**src/rtl/asp_irq_ctrl.sv**
```systemverilog
// Edge-detecting interrupt controller: latches rising edges of level sources,
// masks them through a CSR block and forwards one request at a time to the host.
module asp_irq_ctrl #(
  parameter int NUM_INTERRUPT_LINES = 4,
  parameter int NUM_IRQ_USED        = 3,
  parameter int CSR_DATA_WIDTH      = 64,
  localparam int ID_W = (NUM_INTERRUPT_LINES > 1) ? $clog2(NUM_INTERRUPT_LINES) : 1
) (
  input  logic                           clk,
  input  logic                           reset,
  input  logic [NUM_INTERRUPT_LINES-1:0] irq_in,
  input  logic [1:0]                     csr_address,
  input  logic                           csr_write,
  input  logic                           csr_read,
  input  logic [CSR_DATA_WIDTH-1:0]      csr_writedata,
  output logic [CSR_DATA_WIDTH-1:0]      csr_readdata,
  output logic                           csr_readdatavalid,
  output logic                           irq_valid,
  output logic [ID_W-1:0]                irq_id,
  input  logic                           irq_ack
);

  localparam logic [0:0] IDLE = 1'b0;
  localparam logic [0:0] REQ  = 1'b1;

  localparam logic [1:0] ADDR_STATUS = 2'd0;
  localparam logic [1:0] ADDR_ENABLE = 2'd1;
  localparam logic [1:0] ADDR_CLEAR  = 2'd2;
  localparam logic [1:0] ADDR_RAW    = 2'd3;

  logic [NUM_INTERRUPT_LINES-1:0] irq_q_q, irq_q_d;
  logic [NUM_IRQ_USED-1:0]        pending_q, pending_d;
  logic [NUM_IRQ_USED-1:0]        in_service_q, in_service_d;
  logic [NUM_IRQ_USED-1:0]        enable_q, enable_d;
  logic [0:0]                     state_q, state_d;
  logic                           irq_valid_q, irq_valid_d;
  logic [ID_W-1:0]                irq_id_q, irq_id_d;
  logic [CSR_DATA_WIDTH-1:0]      csr_readdata_q, csr_readdata_d;
  logic                           csr_readdatavalid_q, csr_readdatavalid_d;

  logic [NUM_IRQ_USED-1:0] rise;
  logic [NUM_IRQ_USED-1:0] clr;
  logic [NUM_IRQ_USED-1:0] ack_set;
  logic [NUM_IRQ_USED-1:0] candidate;
  logic [ID_W-1:0]         lowest;
  logic                    unused_wdata;

  assign unused_wdata = ^csr_writedata[CSR_DATA_WIDTH-1:NUM_IRQ_USED];

  always_comb begin
    irq_q_d = irq_in;
    rise    = irq_in[NUM_IRQ_USED-1:0] & ~irq_q_q[NUM_IRQ_USED-1:0];

    clr      = (csr_write && csr_address == ADDR_CLEAR) ? csr_writedata[NUM_IRQ_USED-1:0] : '0;
    enable_d = (csr_write && csr_address == ADDR_ENABLE) ? csr_writedata[NUM_IRQ_USED-1:0]
                                                         : enable_q;

    ack_set = '0;
    for (int i = 0; i < NUM_IRQ_USED; i++) begin
      if (state_q == REQ && irq_ack && irq_id_q == ID_W'(i)) ack_set[i] = 1'b1;
    end

    // A rising edge outranks a same-cycle CLEAR, so the line comes back as pending.
    pending_d    = (pending_q & ~clr) | rise;
    in_service_d = (in_service_q & ~clr) | ack_set;

    candidate = pending_q & enable_q & ~in_service_q;
    lowest    = '0;
    for (int i = NUM_IRQ_USED - 1; i >= 0; i--) begin
      if (candidate[i]) lowest = ID_W'(i);
    end

    state_d     = state_q;
    irq_valid_d = irq_valid_q;
    irq_id_d    = irq_id_q;
    case (state_q)
      IDLE: begin
        if (|candidate) begin
          state_d     = REQ;
          irq_valid_d = 1'b1;
          irq_id_d    = lowest;
        end
      end
      default: begin
        // The request is never retracted; only an ack ends it.
        if (irq_ack) begin
          state_d     = IDLE;
          irq_valid_d = 1'b0;
        end
      end
    endcase

    csr_readdatavalid_d = csr_read;
    csr_readdata_d      = '0;
    if (csr_read) begin
      case (csr_address)
        ADDR_STATUS: csr_readdata_d[NUM_IRQ_USED-1:0]        = pending_q;
        ADDR_ENABLE: csr_readdata_d[NUM_IRQ_USED-1:0]        = enable_q;
        ADDR_RAW:    csr_readdata_d[NUM_INTERRUPT_LINES-1:0] = irq_q_q;
        default:     csr_readdata_d                          = '0;
      endcase
    end
  end

  always_ff @(posedge clk) begin
    if (reset) begin
      irq_q_q             <= '0;
      pending_q           <= '0;
      in_service_q        <= '0;
      enable_q            <= '0;
      state_q             <= IDLE;
      irq_valid_q         <= 1'b0;
      irq_id_q            <= '0;
      csr_readdata_q      <= '0;
      csr_readdatavalid_q <= 1'b0;
    end else begin
      irq_q_q             <= irq_q_d;
      pending_q           <= pending_d;
      in_service_q        <= in_service_d;
      enable_q            <= enable_d;
      state_q             <= state_d;
      irq_valid_q         <= irq_valid_d;
      irq_id_q            <= irq_id_d;
      csr_readdata_q      <= csr_readdata_d;
      csr_readdatavalid_q <= csr_readdatavalid_d;
    end
  end

  assign irq_valid         = irq_valid_q;
  assign irq_id            = irq_id_q;
  assign csr_readdata      = csr_readdata_q;
  assign csr_readdatavalid = csr_readdatavalid_q;

endmodule
```
**config.mk**
```make
export PLATFORM = sky130hd
export DESIGN_NAME = asp_irq_ctrl
export DESIGN_NICKNAME = d
export VERILOG_FILES = /design/src/rtl/asp_irq_ctrl.sv
export SDC_FILE = /design/constraint.sdc
export NUM_CORES = 1
export LEC_CHECK = 0
export BUFFER_PORTS_ARGS = -buffer_cell sky130_fd_sc_hd__buf_4
export CORE_AREA = 2 2 66 68
export CTS_CLUSTER_DIAMETER = 100
export DETAILED_ROUTE_END_ITERATION = 10
export DIE_AREA = 0 0 68 70
export PLACE_DENSITY = 0.74
export SYNTH_ARGS = -nofsm -noshare
export SYNTH_HDL_FRONTEND = slang
export SYNTH_SLANG_ARGS = --single-unit
```
**constraint.sdc**
```tcl
create_clock -name clk -period 1.45 [get_ports clk]
set_clock_uncertainty 0.05 [all_clocks]
set_input_delay 0.0725 -clock clk [delete_from_list [all_inputs] [get_ports clk]]
set_output_delay 0.0725 -clock clk [all_outputs]
set_load 0.02 [all_outputs]
```
==> impl_metrics.tcl <==
set metrics [dict create \
    layout.nets 249 \
    path_max_fanout 9 \
    fillers 458 \
    synth_seq_area_share_pct 33.3 \
    yosys.area.top_type "buf_4" \
    regArea_sq_um 440 \
    met2_usage_pct 14.7 \
    hold-worst-slack_ns 0.00295 \
    rsz0062_at_grt "false" \
    drt_pass1_iterations 5 \
    ys_ff_latch 22 \
    powerDensity_mw_per_mm2 916 \
    vias_per_cell 3.81 \
    post_cts_buffers 0 \
    synth_top_area_share_pct 34.0 \
    worst_path_max_delay_cell "dfxtp_1" \
    status "completed" \
    drive_gt1_share_pct 15.1 \
    start_util_pct 31.9 \
    area_delta_synth_final_pct 4.91 \
    grt_overflow 0 \
    min_to "enable_q[2]" \
    drtAntennaViolNets 0 \
    power.share.switching_pct 30.5 \
    insertion_delay_ns 0.26 \
    ys_top_cells_by_area "buf_4 34%, dfxtp_1 33%, mux2i_1 4.5%, nor2_1 3.4%, nor2b_1 3.3%" \
    r2r-start "state_q" \
    cts-hold-fix-buffers 5 \
    fin_setup_tns_ns 0 \
    routed_wl_mm 2.07 \
    finalMaxSlewViolations 0 \
    root_buffer "clkbuf_8" \
    cts_tree "done" \
    met3_usage_pct 1.45 \
    synthArstFlopShare_pct 0 \
    grt_pass1_wl_mm 3.37 \
    clockBufferDepth 2 \
    synth-edff-count 0 \
    finalCriticalPeriod_ns 1.25 \
    max_cap_viol_count 0 \
    track_usage_pct 9.24 \
    reg2reg_depth 3 \
    core_area_sq_mm 0.00414 \
    cts_made_buffers 3 \
    cts_sinks 22 \
    diodes 0 \
    yosys_warnings 0 \
    drtIter0Drc 50 \
    min_path_type "primary input to flop" \
    grt_pass1_vias 777 \
    p_sw_mw 0.387 \
    power_mw 1.27 \
    antenna_found_initial 0 \
    criticalPathCategory "flop to flop" \
    postSynthCellCount 147 \
    r2r-end "in_service_q[0]" \
    yosysMostFrequentCell "buf_4" \
    seq_power_share_pct 50.7 \
    cp_num_buf_inv 0 \
    max_freq_ghz 0.802 \
    synth_cell_types 28 \
    multiInputGateArea_sq_um 619 \
    fin_crit_sh_pct 86.0 \
    end_kind "flop" \
    htreeDepth 1 \
    hp-start "csr_writedata[2]" \
    wl_per_cell_um 9.26 \
    ys.flop_type "dfxtp_1" \
    path_cells "nand2_1 > nor3_1 > a32o_1" \
    irDropWorstVdd_uv 385 \
    hpwl_mm 1.63 \
    synthesis.area_sq_mm 0.00132 \
    clk_pin_slew_ns 0.08 \
    dr_total_vias 854 \
    r2r_slack_ns 0.20 \
    start_kind "flop" \
    power_frac_clock_pct 28.5 \
    internal-power_mw 0.885 \
    row_count 24 \
    yosys-top-cells-count "60 x buf_4, 22 x dfxtp_1, 12 x nor2_1, 7 x nor2b_1, 6 x mux2i_1" \
    use_met1_pct 11.1 \
    setup_viol 0 \
    gp_congestion 0.835 \
    dieHeight_um 70 \
    dieArea_sq_mm 0.00476 \
    path_delay_family "flip-flops" \
    avgSynthCellArea_sq_um 9.01 \
    critPathArrivalTime_ns 1.40 \
    post_cts_resize_count 0 \
    die-width_um 68 \
    drc 0 \
    critical-path-max-stage-delay_ns 0.53 \
    portBuffers 21 \
    power_frac_comb_pct 20.8 \
    hold_viol 0 \
    pin_count 143 \
    grt_max_degree 16 \
    cp.required_ns 1.60 \
    top_usage_layer "met2" \
    p_leak_nw 0.681 \
    hold_path_depth 3 \
]
placed cells by master (no fill, tap or decap):
cell type / n
a21oi_1: 5
a221oi_1: 2
a2bb2oi_1: 3
a311oi_1: 1
a31oi_1: 1
a32o_1: 2
and2_1: 1
and3_1: 1
and3b_1: 2
buf_4: 21
clkbuf_8: 3
conb_1: 60
dfxtp_1: 22
dlygate4sd3_1: 5
inv_1: 4
mux2i_1: 6
nand2_1: 4
nand3b_1: 1
nand4_1: 1
nand4b_1: 3
nor2_1: 12
nor2b_1: 7
nor3_1: 1
nor3b_1: 1
nor4bb_4: 1
o21a_1: 1
o221a_2: 1
power groups by stage:
stage | registers [mW] | logic [mW] | clock network [mW]
finish | 0.645 | 0.265 | 0.362
global route | 0.649 | 0.288 | 0.395
CTS | 0.645 | 0.263 | 0.377
detailed placement | 0.659 | 0.252 | 0
global placement | 0.658 | 0.250 | 0
floorplan | 0.659 | 0.322 | 0
flip-flops by register name, summed over array words and instances, names as in the netlist:
name               flops
pending_q              3
irq_valid              1
state_q                1
csr_readdata           4
irq_id                 2
irq_q_q                4
enable_q               3
csr_readdatavalid      1
in_service_q           3
per-stage QoR:
stage / worst slack (ns) / instance area, sq um / instances / util [%]
floorplan: 0.365 / 1550 / 206 / -
global placement: 0.298 / 1300 / 216 / 31.3
detailed placement: 0.287 / 1300 / 216 / 31.3
CTS: 0.234 / 1390 / 224 / 33.5
global route: 0.144 / 1390 / 224 / 33.5
finish: 0.203 / 1390 / 224 / 33.5
how the worst max path moves through the flow:
stage	end	from	depth (start not counted)
finish	in_service_q[0]	state_q	3
global route	in_service_q[0]	state_q	3
CTS	in_service_q[0]	state_q	3
detailed placement	irq_id[0]	state_q	3
global placement	in_service_q[1]	state_q	3
floorplan	irq_id[0]	state_q	4
worst reg2reg max path, stage by stage (launching register included):
cell	delay [ns]
dfxtp_1	0.53
nand2_1	0.14
nor3_1	0.28
a32o_1	0.19
cell type report:
| type | count | area share [%] |
|---|---|---|
| inverter | 4 | 1.08 |
| clock buffer | 3 | 2.97 |
| sequential | 22 | 31.7 |
| multi-input combinational | 117 | 44.6 |
| timing repair buffer | 26 | 15.0 |
| tap | 52 | 4.68 |
routing by layer:
| layer | up-vias | part of all wire, % | wire length, um |
|---|---|---|---|
| li1 | 420 | - | - |
| met1 | 390 | 40 | 836 |
| met2 | 40 | 50 | 1050 |
| met3 | 4 | 6.8 | 141 |
| met4 | 0 | 2.5 | 51 |
| met5 | - | 0 | 0 |
cell families after synthesis:
group | Yosys count | share of synthesized area [%]
muxes | 6 | 4.54
buffers and inverters | 67 | 36.7
AOI/OAI and AO/OA | 16 | 9.26
and+or+nand+nor | 35 | 16.0
other | 1 | 0.283
DFF | 22 | 33.3
Power figures use the tool's default switching activity.
